File: src/rtl/lfsr_shuffle_engine.sv
// In-place LFSR-driven Fisher-Yates shuffle (and exact inverse) of the first len
// words of a single-port regfile whose reads have one cycle of latency.
module lfsr_shuffle_engine #(
   parameter int                DATA_W    = 8,
   parameter int                ADDR_W    = 4,
   parameter int                LFSR_W    = 16,
   parameter logic [LFSR_W-1:0] LFSR_TAPS = 16'hB400
) (
   input  logic              i_clk,
   input  logic              i_rst,
   input  logic              i_start,
   input  logic              i_mode,
   input  logic [ADDR_W:0]   i_len,
   input  logic [LFSR_W-1:0] i_seed,
   output logic [ADDR_W-1:0] o_mem_addr,
   output logic              o_mem_rd_en,
   input  logic [DATA_W-1:0] i_mem_rdata,
   output logic              o_mem_wr_en,
   output logic [DATA_W-1:0] o_mem_wdata,
   output logic              o_busy,
   output logic              o_done
);

   // state  | meaning
   // IDLE   | wait for i_start
   // GEN    | draw LFSR candidates until i <= c < len
   // LOAD   | unscramble pass 2: recall j for index i
   // RD_I   | read mem[i]
   // RD_J   | read mem[j], hold old mem[i]
   // WR_I   | mem[i] <= old mem[j]
   // WR_J   | mem[j] <= old mem[i]
   // NEXT   | step i, loop or finish
   // FIN    | done pulse
   typedef enum logic [3:0] {
      S_IDLE, S_GEN, S_LOAD, S_RD_I, S_RD_J, S_WR_I, S_WR_J, S_NEXT, S_FIN
   } state_t;

   localparam int                DEPTH   = 1 << ADDR_W;
   localparam logic [ADDR_W:0]   LEN_MAX = (ADDR_W+1)'(DEPTH);
   localparam logic [ADDR_W:0]   LEN_TWO = (ADDR_W+1)'(2);
   localparam logic [ADDR_W-1:0] ONE_A   = ADDR_W'(1);

   state_t              r_state;
   logic                r_mode;
   logic [ADDR_W:0]     r_len;
   logic [LFSR_W-1:0]   r_lfsr;
   logic [ADDR_W-1:0]   r_i;
   logic [ADDR_W-1:0]   r_j;
   logic [DATA_W-1:0]   r_tmp;
   logic [ADDR_W-1:0]   r_addr;
   logic                r_rd_en;
   logic                r_wr_en;
   logic                r_busy;
   logic                r_done;
   logic [ADDR_W-1:0]   r_jbuf [DEPTH-1];

   logic [ADDR_W:0]     w_len_clamp;
   logic [LFSR_W-1:0]   w_lfsr_next;
   logic [ADDR_W-1:0]   w_cand;
   logic                w_accept;
   logic                w_i_at_last;
   logic [ADDR_W-1:0]   w_jb;

   assign w_len_clamp = (i_len > LEN_MAX) ? LEN_MAX : i_len;
   assign w_lfsr_next = (r_lfsr >> 1) ^ (r_lfsr[0] ? LFSR_TAPS : '0);
   assign w_cand      = r_lfsr[ADDR_W-1:0];
   assign w_accept    = (w_cand >= r_i) && ({1'b0, w_cand} < r_len);
   assign w_i_at_last = ({1'b0, r_i} + LEN_TWO) >= r_len;
   assign w_jb        = r_jbuf[r_i];

   assign o_mem_addr  = r_addr;
   assign o_mem_rd_en = r_rd_en;
   assign o_mem_wr_en = r_wr_en;
   assign o_busy      = r_busy;
   assign o_done      = r_done;
   // WR_I forwards the word fetched by RD_J straight from the regfile port.
   assign o_mem_wdata = !r_wr_en ? '0 : (r_state == S_WR_I) ? i_mem_rdata : r_tmp;

   always_ff @(posedge i_clk) begin
      if (i_rst) begin
         r_state <= S_IDLE;
         r_mode  <= 1'b0;
         r_len   <= '0;
         r_lfsr  <= '0;
         r_i     <= '0;
         r_j     <= '0;
         r_tmp   <= '0;
         r_addr  <= '0;
         r_rd_en <= 1'b0;
         r_wr_en <= 1'b0;
         r_busy  <= 1'b0;
         r_done  <= 1'b0;
         for (int k = 0; k < DEPTH-1; k++) r_jbuf[k] <= '0;
      end else begin
         r_rd_en <= 1'b0;
         r_wr_en <= 1'b0;
         r_done  <= 1'b0;
         unique case (r_state)
            S_IDLE: begin
               if (i_start) begin
                  r_mode <= i_mode;
                  r_len  <= w_len_clamp;
                  r_lfsr <= (i_seed == '0) ? LFSR_W'(1) : i_seed;
                  r_i    <= '0;
                  if (w_len_clamp < LEN_TWO) begin
                     r_state <= S_FIN;
                     r_done  <= 1'b1;
                  end else begin
                     r_state <= S_GEN;
                     r_busy  <= 1'b1;
                  end
               end
            end
            S_GEN: begin
               r_lfsr <= w_lfsr_next;
               if (w_accept) begin
                  r_j        <= w_cand;
                  r_jbuf[r_i] <= w_cand;
                  if (r_mode) begin
                     if (w_i_at_last) r_state <= S_LOAD;
                     else             r_i     <= r_i + ONE_A;
                  end else if (w_cand == r_i) begin
                     r_state <= S_NEXT;
                  end else begin
                     r_state <= S_RD_I;
                     r_addr  <= r_i;
                     r_rd_en <= 1'b1;
                  end
               end
            end
            S_LOAD: begin
               r_j <= w_jb;
               if (w_jb == r_i) begin
                  r_state <= S_NEXT;
               end else begin
                  r_state <= S_RD_I;
                  r_addr  <= r_i;
                  r_rd_en <= 1'b1;
               end
            end
            S_RD_I: begin
               r_state <= S_RD_J;
               r_addr  <= r_j;
               r_rd_en <= 1'b1;
            end
            S_RD_J: begin
               r_state <= S_WR_I;
               r_tmp   <= i_mem_rdata;
               r_addr  <= r_i;
               r_wr_en <= 1'b1;
            end
            S_WR_I: begin
               r_state <= S_WR_J;
               r_addr  <= r_j;
               r_wr_en <= 1'b1;
            end
            S_WR_J: r_state <= S_NEXT;
            S_NEXT: begin
               if (r_mode) begin
                  if (r_i == '0) begin
                     r_state <= S_FIN;
                     r_busy  <= 1'b0;
                     r_done  <= 1'b1;
                  end else begin
                     r_i     <= r_i - ONE_A;
                     r_state <= S_LOAD;
                  end
               end else begin
                  r_i <= r_i + ONE_A;
                  if (w_i_at_last) begin
                     r_state <= S_FIN;
                     r_busy  <= 1'b0;
                     r_done  <= 1'b1;
                  end else begin
                     r_state <= S_GEN;
                  end
               end
            end
            S_FIN:   r_state <= S_IDLE;
            default: r_state <= S_IDLE;
         endcase
      end
   end

endmodule

File: config.mk
export PLATFORM = sky130hd
export DESIGN_NAME = lfsr_shuffle_engine
export DESIGN_NICKNAME = d
export VERILOG_FILES = /design/src/rtl/lfsr_shuffle_engine.sv
export SDC_FILE = /design/constraint.sdc
export NUM_CORES = 1
export LEC_CHECK = 0
export CORE_MARGIN = 2
export CORE_UTILIZATION = 45
export CTS_BUF_LIST = sky130_fd_sc_hd__clkbuf_8
export CTS_CLUSTER_DIAMETER = 200
export DETAILED_ROUTE_END_ITERATION = 8
export GPL_ROUTABILITY_DRIVEN = 0
export MAX_ROUTING_LAYER = met4
export SLEW_MARGIN = 5
export SYNTH_ARGS = -nofsm -noshare
export SYNTH_HDL_FRONTEND = slang
export SYNTH_SLANG_ARGS = --single-unit
File: constraint.sdc
create_clock -name i_clk -period 8.5 [get_ports i_clk]
set_input_delay 1.275 -clock i_clk [delete_from_list [all_inputs] [get_ports i_clk]]
set_output_delay 1.275 -clock i_clk [all_outputs]
set_load 0.03 [all_outputs]
==> impl_metrics.csv <==
group,metric,value,unit
outcome,status,"completed",
grt,globalRouteTotalUtil,0.225,
layout,nFillCells,1253,
route,via_per_inst,5.60,
grt,use_met1,0.287,
synth,yosys_warnings,0,
clocking,cts.path.max_buffers,2,
synth,async_flop_share,0,
pwr,power_per_cell_area,296,mW/mm2
synth,synth_ff_type,"edfxtp_1",
clocking,clk_root_buffer_cell,"clkbuf_8",
sta,rsz0062_at_grt,"false",
die,pin_count,49,
sta,whs,453,ps
synth,synth_nets,655,
die,die_w,121,um
synth,synth-xor-area-share,0.0143,
synth,synth.area.mux_share,0.102,
pwr,peakVddDrop,0.113,mV
place,dpl_cell_area,0.00670,mm2
sta,maxSlewViolCount,0,
setup_path,worstPathCellList,"nand2b_1 -> nor2_1 -> mux2i_1 -> nor2b_1 -> clkdlybuf4s50_1",
pwr,power_leakage,2.44,nW
place,numPortBuffers,48,
sta,setup-tns-final,0,ps
sta,max_slew_margin,0.189,
sta,fin_skew,10.8,ps
clocking,clkTransAtPathRegs,70,ps
sta,worst_pin_slew,1200,ps
route,drtPass1Iterations,4,
clocking,clk_latency,450,ps
setup_path,slowest_delay,690,ps
place,dp_hpwl,10.2,mm
synth,synthAdderAreaFrac,0.0408,
synth,synth_cell_types,58,
grt,grt_first_pass_wirelength,24.3,mm
setup_path,crit_type,"flip-flop to output pin",
route,post-route-drc-count,0,
grt,top_usage_layer,"met2",
layout,area_growth,15.5,%
synth,ys_top_cells_by_area,"edfxtp_1 31%, dfxtp_1 18%, mux2i_1 4.7%",
synth,ys_seq_area_frac,0.489,
setup_path,critical-path-slowest-cell,"clkdlybuf4s50_1",
pwr,p_int,0.00129,W
synth,synth_edf_count,64,
synth,post-synth-top-count-cell,"edfxtp_1",
die,start_util,0.462,
grt,antenna_found_initial,0,
setup_path,cp.arrival,2910,ps
setup_path,cp-start-kind,"flip-flop",
clocking,cts_num_sinks,118,
clocking,numCtsBuffers,17,
clocking,cts_max_level,4,
synth,netlist_area,0.00614,mm2
clocking,cts_resized,0,
route,vias,4596,
layout,fin_area,0.00709,mm2
pwr,clockPowerShare,0.246,
pwr,power_frac_seq,0.387,
sta,min_period,4190,ps
layout,finalNetCount,685,
route,drt_iter0_drc,367,
synth,synthSimpleGateAreaFrac,0.209,
grt,grt_use_met2,0.362,
route,routed_wl,15.0,mm
setup_path,crit_required,7220,ps
die,fp.dieH,121,um
synth,yosys-top-cells-count,"64 x edfxtp_1, 59 x nand2_1, 54 x dfxtp_1",
sta,fmax,239,MHz
synth,synth_top_family_by_area,"simple AND/OR/NAND/NOR gates",
grt,grt_util_met3,0.0425,
route,drtAntennaViolNets,0,
synth,avgSynthCellArea,10.2,um2
grt,grt_max_degree,71,
pwr,sw_frac_of_total,0.386,
pwr,combPwrFrac,0.367,
grt,grt_pass1_vias,4642,
place,pre_cts_ws,4520,ps
synth,syn_inst,602,
setup_path,critPathTopFamily,"simple AND/OR/NAND/NOR gates",
sta,finalCritPeriodShare,0.493,
layout,antenna_cells,0,
clocking,cts_tree,"built",
sta,finalSetupViolCount,0,
grt,grt_overflow_total,0,
die,core_area,0.0133,mm2
die,rows,42,
setup_path,crit_path_end_kind,"output pin",
clocking,post_cts_buffers,0,
layout,layout-drive-gt1-share,0.121,
synth,ys_seq_elements,118,
route,wl_per_cell,18.2,um
sta,hold_viol,0,
setup_path,crit_buf_inv,1,
synth,synth_top_area_cell,"edfxtp_1",
clocking,cts.hold.buffers_added,0,
sta,setup_ws,4310,ps
flow_run,max_cap_violations,0,
synth,synth_top_area_frac,0.313,
pwr,p_switching,0.000811,W
pwr,power,0.00210,W
setup_path,crit_fanout,14,
die,die_area,0.0146,mm2
hold_path,hp-class,"flip-flop to flip-flop",
synth,synth_compound_area_frac,0.108,
[power groups by stage]
stage / logic, W / registers (W) / clock network, W
after floorplan: 0.000620 / 0.000753 / 0
after global placement: 0.000753 / 0.000824 / 0
after detailed placement: 0.000765 / 0.000825 / 0
after CTS: 0.000770 / 0.000813 / 0.000527
after global routing: 0.000851 / 0.000830 / 0.000555
final: 0.000772 / 0.000812 / 0.000517
[cell usage in the layout (no fill, tap or decap), types with 5 or more instances in the layout]
master            n
o21ai_0           7
nor3_1           32
nand3_1           9
xnor2_1           7
dfxtp_1          54
a211oi_1          8
clkdlybuf4s50_1  47
and2_1           29
nor2b_1          16
a21o_1            5
nor2_1           51
nor4_1           14
a31oi_1           6
mux2_2           10
nand2b_1          7
clkinv_2          5
a21oi_1          35
a22oi_1          11
ha_1             20
edfxtp_1         64
nand2_1          59
mux4_2           10
inv_1            12
nand3b_1          5
clkbuf_8         17
mux2i_1          29
or2_2            14
[cells by family after synthesis]
| logic type | count (synthesis) |
|---|---|
| multiplexers | 49 |
| flip-flops | 118 |
| adder cells (fa/ha/maj) | 20 |
| AO/OA/AOI/OAI | 99 |
| XOR/XNOR | 10 |
| AND/OR/NAND/NOR | 252 |
| buffers and inverters | 54 |
[metrics by stage]
step / utilization / instances
after floorplan: - / 602
after global placement: 0.504 / 789
after detailed placement: 0.504 / 789
after CTS: 0.534 / 821
after global routing: 0.534 / 821
final: 0.534 / 821
[cell type report]
class                      count  area, um2  share of cell area
sequential                   118       3000               0.423
multi-input combinational    430       2920               0.412
inverter                      13       48.8             0.00688
timing repair buffer          52        505              0.0713
clock buffer                  17        234              0.0330
clock inverter                15        163              0.0229
tap                          176        220              0.0310
[registers in the layout, indices dropped and copies added (netlist names), named ones only]
register and cells:
r_len 5, r_j 4, o_done 1, r_lfsr 16, o_busy 1, r_tmp 8, r_state 4, r_i 4
o_mem_rd_en 1, r_jbuf 64, o_mem_addr 4, o_mem_wr_en 1, r_mode 1
[per-layer routing]
metal | up-vias | wire length (um)
met2 | 113 | 7480
met5 | - | 0
met3 | 9 | 658
li1 | 2247 | -
met4 | 0 | 108
met1 | 2227 | 6730
[path summary, 6_finish.rpt]
kind	endpoint	depth (start not counted)	slack, ps	startpoint
max	o_mem_wdata[3]	5	4310	r_state[2]
min	r_len[1]	2	450	r_len[1]
max reg2reg	r_jbuf[1][0]	10	4480	r_lfsr[0]
min reg2reg	r_len[1]	2	450	r_len[1]
[tightest hold or removal path, stage by stage (launching register included)]
cell	delay [ps]
dfxtp_1	310
nand2_1	50
a21oi_1	50
No activity file was read; power rests on OpenSTA's default activity.
